==> src/rtl/muldiv_unit_pkg.sv <==
// Shared ALU control encodings, muldiv FSM state encodings and M-op decode helpers.
// Consumed by muldiv_unit and its bench.
package muldiv_unit_pkg;

   localparam logic [4:0] ALUCTRL_ADD    = 5'b00000;
   localparam logic [4:0] ALUCTRL_SUB    = 5'b00001;
   localparam logic [4:0] ALUCTRL_MUL    = 5'b10000;
   localparam logic [4:0] ALUCTRL_MULH   = 5'b10001;
   localparam logic [4:0] ALUCTRL_MULHSU = 5'b10010;
   localparam logic [4:0] ALUCTRL_MULHU  = 5'b10011;
   localparam logic [4:0] ALUCTRL_DIV    = 5'b10100;
   localparam logic [4:0] ALUCTRL_DIVU   = 5'b10101;
   localparam logic [4:0] ALUCTRL_REM    = 5'b10110;
   localparam logic [4:0] ALUCTRL_REMU   = 5'b10111;

   typedef enum logic [1:0] {
      MD_IDLE = 2'b00,
      MD_CALC = 2'b01,
      MD_FIX  = 2'b10,
      MD_DONE = 2'b11
   } md_state_e;

   function automatic logic is_mop(input logic [4:0] code);
      case (code)
         ALUCTRL_MUL, ALUCTRL_MULH, ALUCTRL_MULHSU, ALUCTRL_MULHU,
         ALUCTRL_DIV, ALUCTRL_DIVU, ALUCTRL_REM, ALUCTRL_REMU: return 1'b1;
         default: return 1'b0;
      endcase
   endfunction

   function automatic logic is_div(input logic [4:0] code);
      case (code)
         ALUCTRL_DIV, ALUCTRL_DIVU, ALUCTRL_REM, ALUCTRL_REMU: return 1'b1;
         default: return 1'b0;
      endcase
   endfunction

   function automatic logic is_quot(input logic [4:0] code);
      case (code)
         ALUCTRL_DIV, ALUCTRL_DIVU: return 1'b1;
         default: return 1'b0;
      endcase
   endfunction

endpackage

==> src/rtl/muldiv_sign_fix.sv <==
// Conditional two's-complement negate; yields |x| at accept and restores the sign in FIX.
module muldiv_sign_fix #(
   parameter int W = 32
) (
   input  logic [W-1:0] val,
   input  logic         neg,
   output logic [W-1:0] res
);

   assign res = (val ^ {W{neg}}) + {{(W-1){1'b0}}, neg};

endmodule

==> src/rtl/muldiv_unit.sv <==
// Iterative RV32M multiply/divide unit (shift-add multiply, restoring divide).
// Define MULDIV_FAST_MUL_EN for a single-cycle multiply computed in the accept cycle.
module muldiv_unit
   import muldiv_unit_pkg::*;
#(
   parameter int BITS = 32
) (
   input  logic            clk,
   input  logic            rst,
   input  logic            start,
   input  logic [4:0]      ALUCtrl,
   input  logic [BITS-1:0] op_a,
   input  logic [BITS-1:0] op_b,
   input  logic            flush,
   output logic            busy,
   output logic            done,
   output logic [BITS-1:0] result
);

   localparam int CNT_W = $clog2(BITS) + 1;
   localparam logic [CNT_W-1:0] CNT_LAST = CNT_W'(BITS - 1);
   localparam logic [BITS-1:0]  ALL_ONES = {BITS{1'b1}};
   localparam logic [BITS-1:0]  ZERO     = {BITS{1'b0}};
   localparam logic [BITS-1:0]  MIN_NEG  = {1'b1, {(BITS-1){1'b0}}};

   md_state_e         state_r;
   logic [4:0]        op_r;
   logic              neg_res_r;
   logic              neg_rem_r;
   logic [BITS-1:0]   mag_a_r;
   logic [BITS-1:0]   mag_b_r;
   logic [2*BITS-1:0] prod_r;
   logic [CNT_W-1:0]  cnt_r;
   logic [BITS-1:0]   result_r;
   logic              done_r;

   logic              signed_a_s;
   logic              signed_b_s;
   logic              sign_a_s;
   logic              sign_b_s;
   logic [BITS-1:0]   mag_a_s;
   logic [BITS-1:0]   mag_b_s;
   logic              accept_s;
   logic              special_s;
   logic [BITS-1:0]   special_res_s;
   logic [BITS:0]     mul_sum_s;
   logic [BITS:0]     div_diff_s;
   logic [2*BITS-1:0] calc_next_s;
   logic [2*BITS-1:0] prod_fix_s;
   logic [BITS-1:0]   quot_fix_s;
   logic [BITS-1:0]   rem_fix_s;
   logic [BITS-1:0]   fix_res_s;

   assign busy   = (state_r != MD_IDLE);
   assign done   = done_r;
   assign result = result_r;

   // Operand signedness for the incoming operation.
   always_comb begin
      signed_a_s = 1'b0;
      signed_b_s = 1'b0;
      case (ALUCtrl)
         ALUCTRL_MUL, ALUCTRL_MULH, ALUCTRL_DIV, ALUCTRL_REM: begin
            signed_a_s = 1'b1;
            signed_b_s = 1'b1;
         end
         ALUCTRL_MULHSU: begin
            signed_a_s = 1'b1;
            signed_b_s = 1'b0;
         end
         default: begin
            signed_a_s = 1'b0;
            signed_b_s = 1'b0;
         end
      endcase
   end

   assign sign_a_s = signed_a_s & op_a[BITS-1];
   assign sign_b_s = signed_b_s & op_b[BITS-1];
   assign accept_s = (state_r == MD_IDLE) && start && !flush && is_mop(ALUCtrl);

   muldiv_sign_fix #(.W(BITS)) u_mag_a (.val(op_a), .neg(sign_a_s), .res(mag_a_s));
   muldiv_sign_fix #(.W(BITS)) u_mag_b (.val(op_b), .neg(sign_b_s), .res(mag_b_s));

   // Divide-by-zero and signed-overflow results, resolved without iterating.
   always_comb begin
      special_s     = 1'b0;
      special_res_s = ZERO;
      if (is_div(ALUCtrl) && (op_b == ZERO)) begin
         special_s     = 1'b1;
         special_res_s = is_quot(ALUCtrl) ? ALL_ONES : op_a;
      end else if (((ALUCtrl == ALUCTRL_DIV) || (ALUCtrl == ALUCTRL_REM)) &&
                   (op_a == MIN_NEG) && (op_b == ALL_ONES)) begin
         special_s     = 1'b1;
         special_res_s = (ALUCtrl == ALUCTRL_DIV) ? op_a : ZERO;
      end else begin
         special_s     = 1'b0;
         special_res_s = ZERO;
      end
   end

   // prod_r is {acc, multiplier} for multiply and {remainder, quotient} for divide.
   assign mul_sum_s  = {1'b0, prod_r[2*BITS-1:BITS]} + (prod_r[0] ? {1'b0, mag_a_r} : {(BITS+1){1'b0}});
   assign div_diff_s = prod_r[2*BITS-1:BITS-1] - {1'b0, mag_b_r};
   assign calc_next_s = !is_div(op_r) ? {mul_sum_s, prod_r[BITS-1:1]} :
                        div_diff_s[BITS] ? {prod_r[2*BITS-2:0], 1'b0} :
                        {div_diff_s[BITS-1:0], prod_r[BITS-2:0], 1'b1};

`ifdef MULDIV_FAST_MUL_EN
   logic [2*BITS-1:0] sext_a_s;
   logic [2*BITS-1:0] sext_b_s;
   logic [2*BITS-1:0] fast_prod_s;
   assign sext_a_s    = {{BITS{sign_a_s}}, op_a};
   assign sext_b_s    = {{BITS{sign_b_s}}, op_b};
   assign fast_prod_s = sext_a_s * sext_b_s;
`endif

   muldiv_sign_fix #(.W(2*BITS)) u_fix_prod (.val(prod_r), .neg(neg_res_r), .res(prod_fix_s));
   muldiv_sign_fix #(.W(BITS)) u_fix_quot (.val(prod_r[BITS-1:0]), .neg(neg_res_r), .res(quot_fix_s));
   muldiv_sign_fix #(.W(BITS)) u_fix_rem (.val(prod_r[2*BITS-1:BITS]), .neg(neg_rem_r), .res(rem_fix_s));

   // Final result selection in FIX.
   always_comb begin
      fix_res_s = ZERO;
      case (op_r)
         ALUCTRL_MUL:                                  fix_res_s = prod_fix_s[BITS-1:0];
         ALUCTRL_MULH, ALUCTRL_MULHSU, ALUCTRL_MULHU:  fix_res_s = prod_fix_s[2*BITS-1:BITS];
         ALUCTRL_DIV, ALUCTRL_DIVU:                    fix_res_s = quot_fix_s;
         ALUCTRL_REM, ALUCTRL_REMU:                    fix_res_s = rem_fix_s;
         default:                                      fix_res_s = ZERO;
      endcase
   end

   // Control FSM and datapath registers.
   always_ff @(posedge clk or posedge rst) begin
      if (rst) begin
         state_r   <= MD_IDLE;
         op_r      <= 5'b00000;
         neg_res_r <= 1'b0;
         neg_rem_r <= 1'b0;
         mag_a_r   <= ZERO;
         mag_b_r   <= ZERO;
         prod_r    <= {(2*BITS){1'b0}};
         cnt_r     <= {CNT_W{1'b0}};
         result_r  <= ZERO;
         done_r    <= 1'b0;
      end else if (flush) begin
         state_r <= MD_IDLE;
         cnt_r   <= {CNT_W{1'b0}};
         done_r  <= 1'b0;
      end else begin
         case (state_r)
            MD_IDLE: begin
               done_r <= 1'b0;
               if (accept_s) begin
                  op_r      <= ALUCtrl;
                  neg_res_r <= sign_a_s ^ sign_b_s;
                  neg_rem_r <= sign_a_s;
                  mag_a_r   <= mag_a_s;
                  mag_b_r   <= mag_b_s;
                  cnt_r     <= {CNT_W{1'b0}};
                  if (special_s) begin
                     result_r <= special_res_s;
                     done_r   <= 1'b1;
                     state_r  <= MD_DONE;
                  end
`ifdef MULDIV_FAST_MUL_EN
                  else if (!is_div(ALUCtrl)) begin
                     prod_r    <= fast_prod_s;
                     neg_res_r <= 1'b0;
                     state_r   <= MD_FIX;
                  end
`endif
                  else begin
                     prod_r  <= {ZERO, is_div(ALUCtrl) ? mag_a_s : mag_b_s};
                     state_r <= MD_CALC;
                  end
               end
            end
            MD_CALC: begin
               prod_r <= calc_next_s;
               if (cnt_r == CNT_LAST) begin
                  cnt_r   <= {CNT_W{1'b0}};
                  state_r <= MD_FIX;
               end else begin
                  cnt_r <= cnt_r + CNT_W'(1);
               end
            end
            MD_FIX: begin
               result_r <= fix_res_s;
               done_r   <= 1'b1;
               state_r  <= MD_DONE;
            end
            MD_DONE: begin
               done_r  <= 1'b0;
               state_r <= MD_IDLE;
            end
            default: begin
               done_r  <= 1'b0;
               state_r <= MD_IDLE;
            end
         endcase
      end
   end

endmodule

==> config.mk <==
export PLATFORM = sky130hd
export DESIGN_NAME = muldiv_unit
export DESIGN_NICKNAME = d
export VERILOG_FILES = /design/src/rtl/muldiv_unit_pkg.sv /design/src/rtl/muldiv_sign_fix.sv /design/src/rtl/muldiv_unit.sv
export SDC_FILE = /design/constraint.sdc
export NUM_CORES = 1
export LEC_CHECK = 0
export ABC_AREA = 1
export CORE_MARGIN = 2
export CORE_UTILIZATION = 35
export DETAILED_ROUTE_END_ITERATION = 12
export HOLD_SLACK_MARGIN = 0.15
export SLEW_MARGIN = 10
export SYNTH_ARGS = -nofsm -noshare
export SYNTH_HDL_FRONTEND = slang
export SYNTH_SLANG_ARGS = --single-unit
==> constraint.sdc <==
create_clock -name clk -period 6.2 [get_ports clk]
set_clock_uncertainty 0.05 [all_clocks]
set_input_delay 1.55 -clock clk [delete_from_list [all_inputs] [get_ports clk]]
set_output_delay 1.55 -clock clk [all_outputs]
set_load 0.01 [all_outputs]
==> impl_results.md, run 1 <==
- Status: complete, no violations
- Slowest cell on crit path: clkdlybuf4s50_1
- Post-Syn Area per Cell: 5.74 µm²
- Die H: 255 µm
- Worst reg2reg setup slack: 2590 ps
- Die Span X: 255 µm
- CTS root buf: clkbuf_16
- Worst R2R End: result[23]
- Die ar.: 0.0649 mm²
- Critical-path cell list: clkdlybuf4s50_1, inv_2, nor2_1, nand2_1, nand2_4, nand2_2, buf_4, nand2_1, nand2_1, nand2_1, nor2_1, nand2_1, nor2_1, xor2_1, nand2_1, nand3_1, a21oi_1
- CP max stage delay: 480 ps
- Post-CTS Setup Repair Bufs: 0
- Final setup fails: 0
- Top cell by count, worst path: nand2_1
- CTS clock-pin slew for the worst setup and hold paths: 70 ps
- Worst hold path type: reg2reg
- IO buf count: 106
- WHS: 439 ps
- Vias per cell: 5.41
- CP Max Fanout: 51
- CP endpoint kind: flop
- Worst r2r path cells: 11
- Grt total ovfl: 0
- Num CTS Buffers: 17
- Final nets: 3996
- Int Power: 4760 µW
- CTS Buffer Depth: 2
- H-tree levels: 4
- Number of flops mapped to enable cells by yosys: 0
- Worst Path Required: 6530 ps
- Rel. slew slack: 0.173
- Synth Net Count: 3982
- Largest net degree at the start of global routing: 171
- Slew Limit Fails: 0
- CTS tree: yes
- Initial Util: 0.355
- Total power: 11400 µW
- Clock period minus worst slack: 4660 ps
- FMAX: 215 MHz
- Synth Instances: 3830
- Clock share of power: 0.097
- Synth cell types: 55
- First-pass GRT wire length: 141 mm
- Max_cap viols: 0
- Core Util, Final: 0.390
- Asr flop ratio synth: 1.00
- Core area: 0.0619 mm²
- Total Wirelength: 94.6 mm
- Post-Syn Area: 0.0220 mm²
- Synth top area cells: dfrtp_1 20%, nand2_1 19%, nor2_1 11%
- Critical path launch point type: input port
- Arr. time, crit path: 4980 ps
- YS warnings: 0
- CTS Hold Bufs: 0
- R2r startpoint: neg_res_r
- Leak: 0.0114 µW
- Post-synth top area share: 0.200
- Worst-margin pin slew: 1240 ps
- GPL Wtd Cong: 1.04
- Number of core rows: 91
- Hold Path End: mag_b_r[2]
- Worst Hold Launch: mag_b_r[2]
- Final HPWL DP: 76.0 mm
- Hold Crit Depth: 2
- Sequential share of power: 0.232
- CTS Sinks: 176
- Layout cells sized above 1: 0.0368
- I/O Pins: 107
- Pwr dens: 472 mW/mm²
- Via count: 25.4k
- DRT iter0 DRCs: 2924
- Commonest non-fill, non-tap cell in the layout: nand2_1
- Per-cell routed wire length: 20.2 µm
- Logic pwr share: 0.671
- Antenna cell count: 0
- Seq/Total Area, Yosys: 0.200
- #FFs+latches synth: 176
- Sw Share: 0.583
- Worst-skew pair later-pin latency: 490 ps
- Crit share post-route: 0.751
- Vias in the first global route: 22.9k
- Switching pwr: 6640 µW
- Peak VDD IR: 0.233 mV
- DRT Pass-1 Iters: 6
- Setup Total Neg Slack: 0 ps
- RSZ-0062 raised after global routing: no
- Initial antenna violation count: 2
- ANT nets after route: 0
- Final hold vios: 0
- DRC viols: 0
- Area grow syn2layout: 9.87%
- Post-synth top area cell: dfrtp_1
- Most frequent cells in the layout: 1119 x nand2_1, 635 x nor2_1, 406 x nand3_1
- Dominant synthesized flop cell: dfrtp_1
- PostCTS Resize Cnt: 0
- GRT Total Usage: 0.289
- CP Class: in2reg
==> cells in the mapped netlist (9+ instances only) <==
cell type     n
nor3_1       36
buf_4        12
o21ai_0     181
a21boi_1     26
a31oi_1      42
nor2_2       19
nand2_1    1120
nor2_1      638
a21oi_1     161
a22oi_1      12
buf_2        31
nand3b_1     32
xnor2_1      96
inv_1       405
nand4_1      59
nor4_1       14
nand3_1     406
ha_1         77
dfrtp_1     176
xor2_2        9
or2_2        17
xor2_1       69
clkbuf_1     70
o211ai_1     13
==> worst max path at each step <==
stage                     startpoint         end  depth (start not counted)
after floorplan           ALUCtrl[2]  prod_r[30]                         18
after global placement    ALUCtrl[2]  prod_r[11]                         17
after detailed placement  ALUCtrl[2]  prod_r[11]                         17
after CTS                 ALUCtrl[2]  prod_r[11]                         17
after global routing      ALUCtrl[2]  prod_r[30]                         18
final                     ALUCtrl[4]  prod_r[11]                         17
==> power by group through the flow <==
stage / Combinational (µW) / Clock [µW] / Sequential, µW
floorplan: 5200 / 0 / 2130
global placement: 7460 / 0 / 2630
detailed placement: 7440 / 0 / 2640
CTS: 7480 / 1120 / 2620
global route: 8390 / 1170 / 2670
finish: 7650 / 1110 / 2650
==> registers in the layout, summed over array words and instances (netlist names) <==
name / cells
op_r: 5
state_r: 2
neg_res_r: 1
neg_rem_r: 1
mag_b_r: 32
result: 32
done: 1
cnt_r: 6
mag_a_r: 32
prod_r: 64
==> critical path: cells and delay by family <==
kind,cells,cell delay [ps]
xor+xnor,1,390
simple gates,12,1950
buf+inv,3,990
compound gates,1,70
==> kinds of logic after synthesis <==
logic type      count (synthesis)  synth area share
flops                         176             0.200
buf+inv                       549             0.105
fa+ha+maj                      79            0.0456
compound gates                475             0.121
simple gates                 2377             0.456
xor+xnor                      174            0.0723
==> stage by stage <==
stage                     std cells  setup slack, ps  cell area [µm²]
after floorplan                3830             2320            22000
after global placement         4662             1040            23600
after detailed placement       4662             1120            23600
after CTS                      4693             1640            24200
after global routing           4693             1210            24200
final                          4693             1540            24200
==> metal layers <==
layer  GRT usage  vias to the layer above  share of wire
met4       0.113                        0          0.041
met2       0.446                     1141           0.43
met1       0.406                    11700           0.45
met5           0                        -              0
met3      0.0420                      170          0.082
li1            -                    12400              -
==> layout make-up <==
type                       instances  area (µm²)
clock buffer                      19         443
clock inverter                    12         128
fill                            6959       37800
inverter                         415        1560
multi-input combinational       3105       15300
sequential                       176        4410
tap                              837        1050
timing repair buffer             129        1250
No activity file was read; power rests on OpenSTA's default activity.
==> inputs of run 2 (changes only) <==
==> constraint.sdc (replaced) <==
create_clock -name clk -period 4.8 [get_ports clk]
set_clock_uncertainty 0.05 [all_clocks]
set_input_delay 1.2 -clock clk [delete_from_list [all_inputs] [get_ports clk]]
set_output_delay 1.2 -clock clk [all_outputs]
set_load 0.01 [all_outputs]
==> impl_results.md, run 2 (synthesis results as in run 1) <==
- Status: complete, no violations
- CTS Hold Bufs: 0
- Most flops, register: prod_r
- Crit share post-route: 0.802
- Total Wirelength: 95.7 mm
- Routing usage on met1: 0.423
- Post-Place Cell Area: 0.0237 mm²
- DRC viols: 0
- Largest net degree at the start of global routing: 90
- Filler cells: 6950
- Die H: 255 µm
- Final Non-Filler Cells: 4709
- Hold Crit Depth: 2
- Worst R2R End: result[16]
- DP Cell Count: 4676
- CP max stage delay: 530 ps
- Via count: 25.4k
- Final HPWL DP: 77.4 mm
- Final hold vios: 0
- Grt peak-use layer: met2
- Layout cells sized above 1: 0.0408
- Per-cell routed wire length: 20.3 µm
- CP endpoint kind: flop
- First-pass GRT wire length: 143 mm
- FMAX: 260 MHz
- Met3 GRT Util: 0.0474
- Setup Total Neg Slack: 0 ps
- Worst r2r path cells: 13
- CTS clock-pin slew for the worst setup and hold paths: 80 ps
- GPL Wtd Cong: 1.02
- Vias per cell: 5.38
- CTS root buf: clkbuf_16
- Arr. time, crit path: 4210 ps
- Vias in the first global route: 22.7k
- R2r startpoint: neg_res_r
- RSZ-0062 raised after global routing: no
- Pwr dens: 605 mW/mm²
- Max_cap viols: 0
- Grt met2 use: 0.445
- H-tree levels: 4
- Top cell by count, worst path: nand3_1
- Sequential cell area: 0.00441 mm²
- Die Span X: 255 µm
- DRT iter0 DRCs: 3141
- Grt total ovfl: 0
- Critical-path cell list: clkdlybuf4s50_1, inv_2, nor2_2, nand2_2, nand2_4, nand2_2, inv_1, ha_1, inv_1, nor2_1, nand2_1, nor2_1, nand3_1, nand3_1, nand3_1, a21oi_1
- CP Class: in2reg
- Clock period minus worst slack: 3850 ps
- DRT Pass-1 Iters: 6
- PostCTS Resize Cnt: 0
- Commonest non-fill, non-tap cell in the layout: nand2_1
- CP Max Fanout: 20
- Number of core rows: 91
- Flip-flop count of the largest register after layout: 64
- Hold Path End: mag_b_r[5]
- CTS Buffer Depth: 2
- Most frequent cells in the layout: 1119 x nand2_1, 635 x nor2_1, 406 x nand3_1
- Slowest cell on crit path: clkdlybuf4s50_1
- Area of the multi-input gates: 0.0153 mm²
- Worst-skew pair later-pin latency: 490 ps
- Post-CTS Setup Repair Bufs: 0
- Leak: 0.0115 µW
- Worst Path Required: 5170 ps
- Initial antenna violation count: 0
- Core Util, Final: 0.393
- CTS Sinks: 176
- Worst hold path type: reg2reg
- Initial Util: 0.355
- Worst Hold Launch: mag_b_r[5]
- Area grow syn2layout: 10.6%
- Worst-margin pin slew: 1150 ps
- I/O Pins: 107
- Fin area: 0.0243 mm²
- Final setup fails: 0
- Core area: 0.0619 mm²
- Total power: 14700 µW
- IO buf count: 106
- Die ar.: 0.0649 mm²
- GRT Total Usage: 0.294
- Slew Limit Fails: 0
- Worst reg2reg setup slack: 1180 ps
- CTS tree: yes
- ANT nets after route: 0
- Num CTS Buffers: 17
- Final nets: 4010
- Critical path launch point type: input port
- Peak VDD IR: 0.410 mV
- Rel. slew slack: 0.233
==> run 2: cell types whose count changed in the layout (fill, tap and decap cells not counted), moves of 2 or more <==
cell and delta:
buf_12 +2, buf_4 +12, clkinv_8 +5, clkinvlp_4 -3
==> run 2: power by group <==
part           switching, µW  leakage [µW]  internal, µW
combinational           6560       0.00913          3270
sequential              1270       0.00212          2150
clock                    762      0.000295           714
==> run 2: how the worst max path moves through the flow <==
stage | start | end
after floorplan | ALUCtrl[2] | prod_r[30]
after global placement | ALUCtrl[2] | prod_r[18]
after detailed placement | ALUCtrl[4] | prod_r[31]
after CTS | ALUCtrl[4] | prod_r[31]
after global routing | ALUCtrl[2] | prod_r[30]
final | ALUCtrl[4] | prod_r[31]
==> run 2: per-stage QoR <==
stage	worst slack (ps)	hold WS, ps
2_1_floorplan	1270	399
3_3_place_gp	520	419
3_5_place_dp	549	424
4_1_cts	1070	441
5_1_grt	686	462
6_report	953	440
==> run 2: final cells by class <==
class,count,area share
Multi-Input combinational cell,3105,0.630
Inverter,415,0.0642
Clock inverter,14,0.00689
Sequential cell,176,0.181
Clock buffer,18,0.0180
Tap cell,837,0.0430
Timing Repair Buffer,143,0.0569
Antenna cell,1,0.000103
==> run 2: per-layer routing <==
| metal | vias to the layer above | share of wire |
|---|---|---|
| met1 | 11600 | 0.45 |
| met2 | 1179 | 0.43 |
| met5 | - | 0 |
| li1 | 12400 | - |
| met4 | 0 | 0.033 |
| met3 | 131 | 0.088 |
==> run 2: worst max-delay path: cells and delay by family <==
family / cells / cell delay, ps
AO/OA/AOI/OAI: 1 / 160
adder cells (fa/ha/maj): 1 / 220
AND/OR/NAND/NOR: 10 / 1770
buffers and inverters: 4 / 840
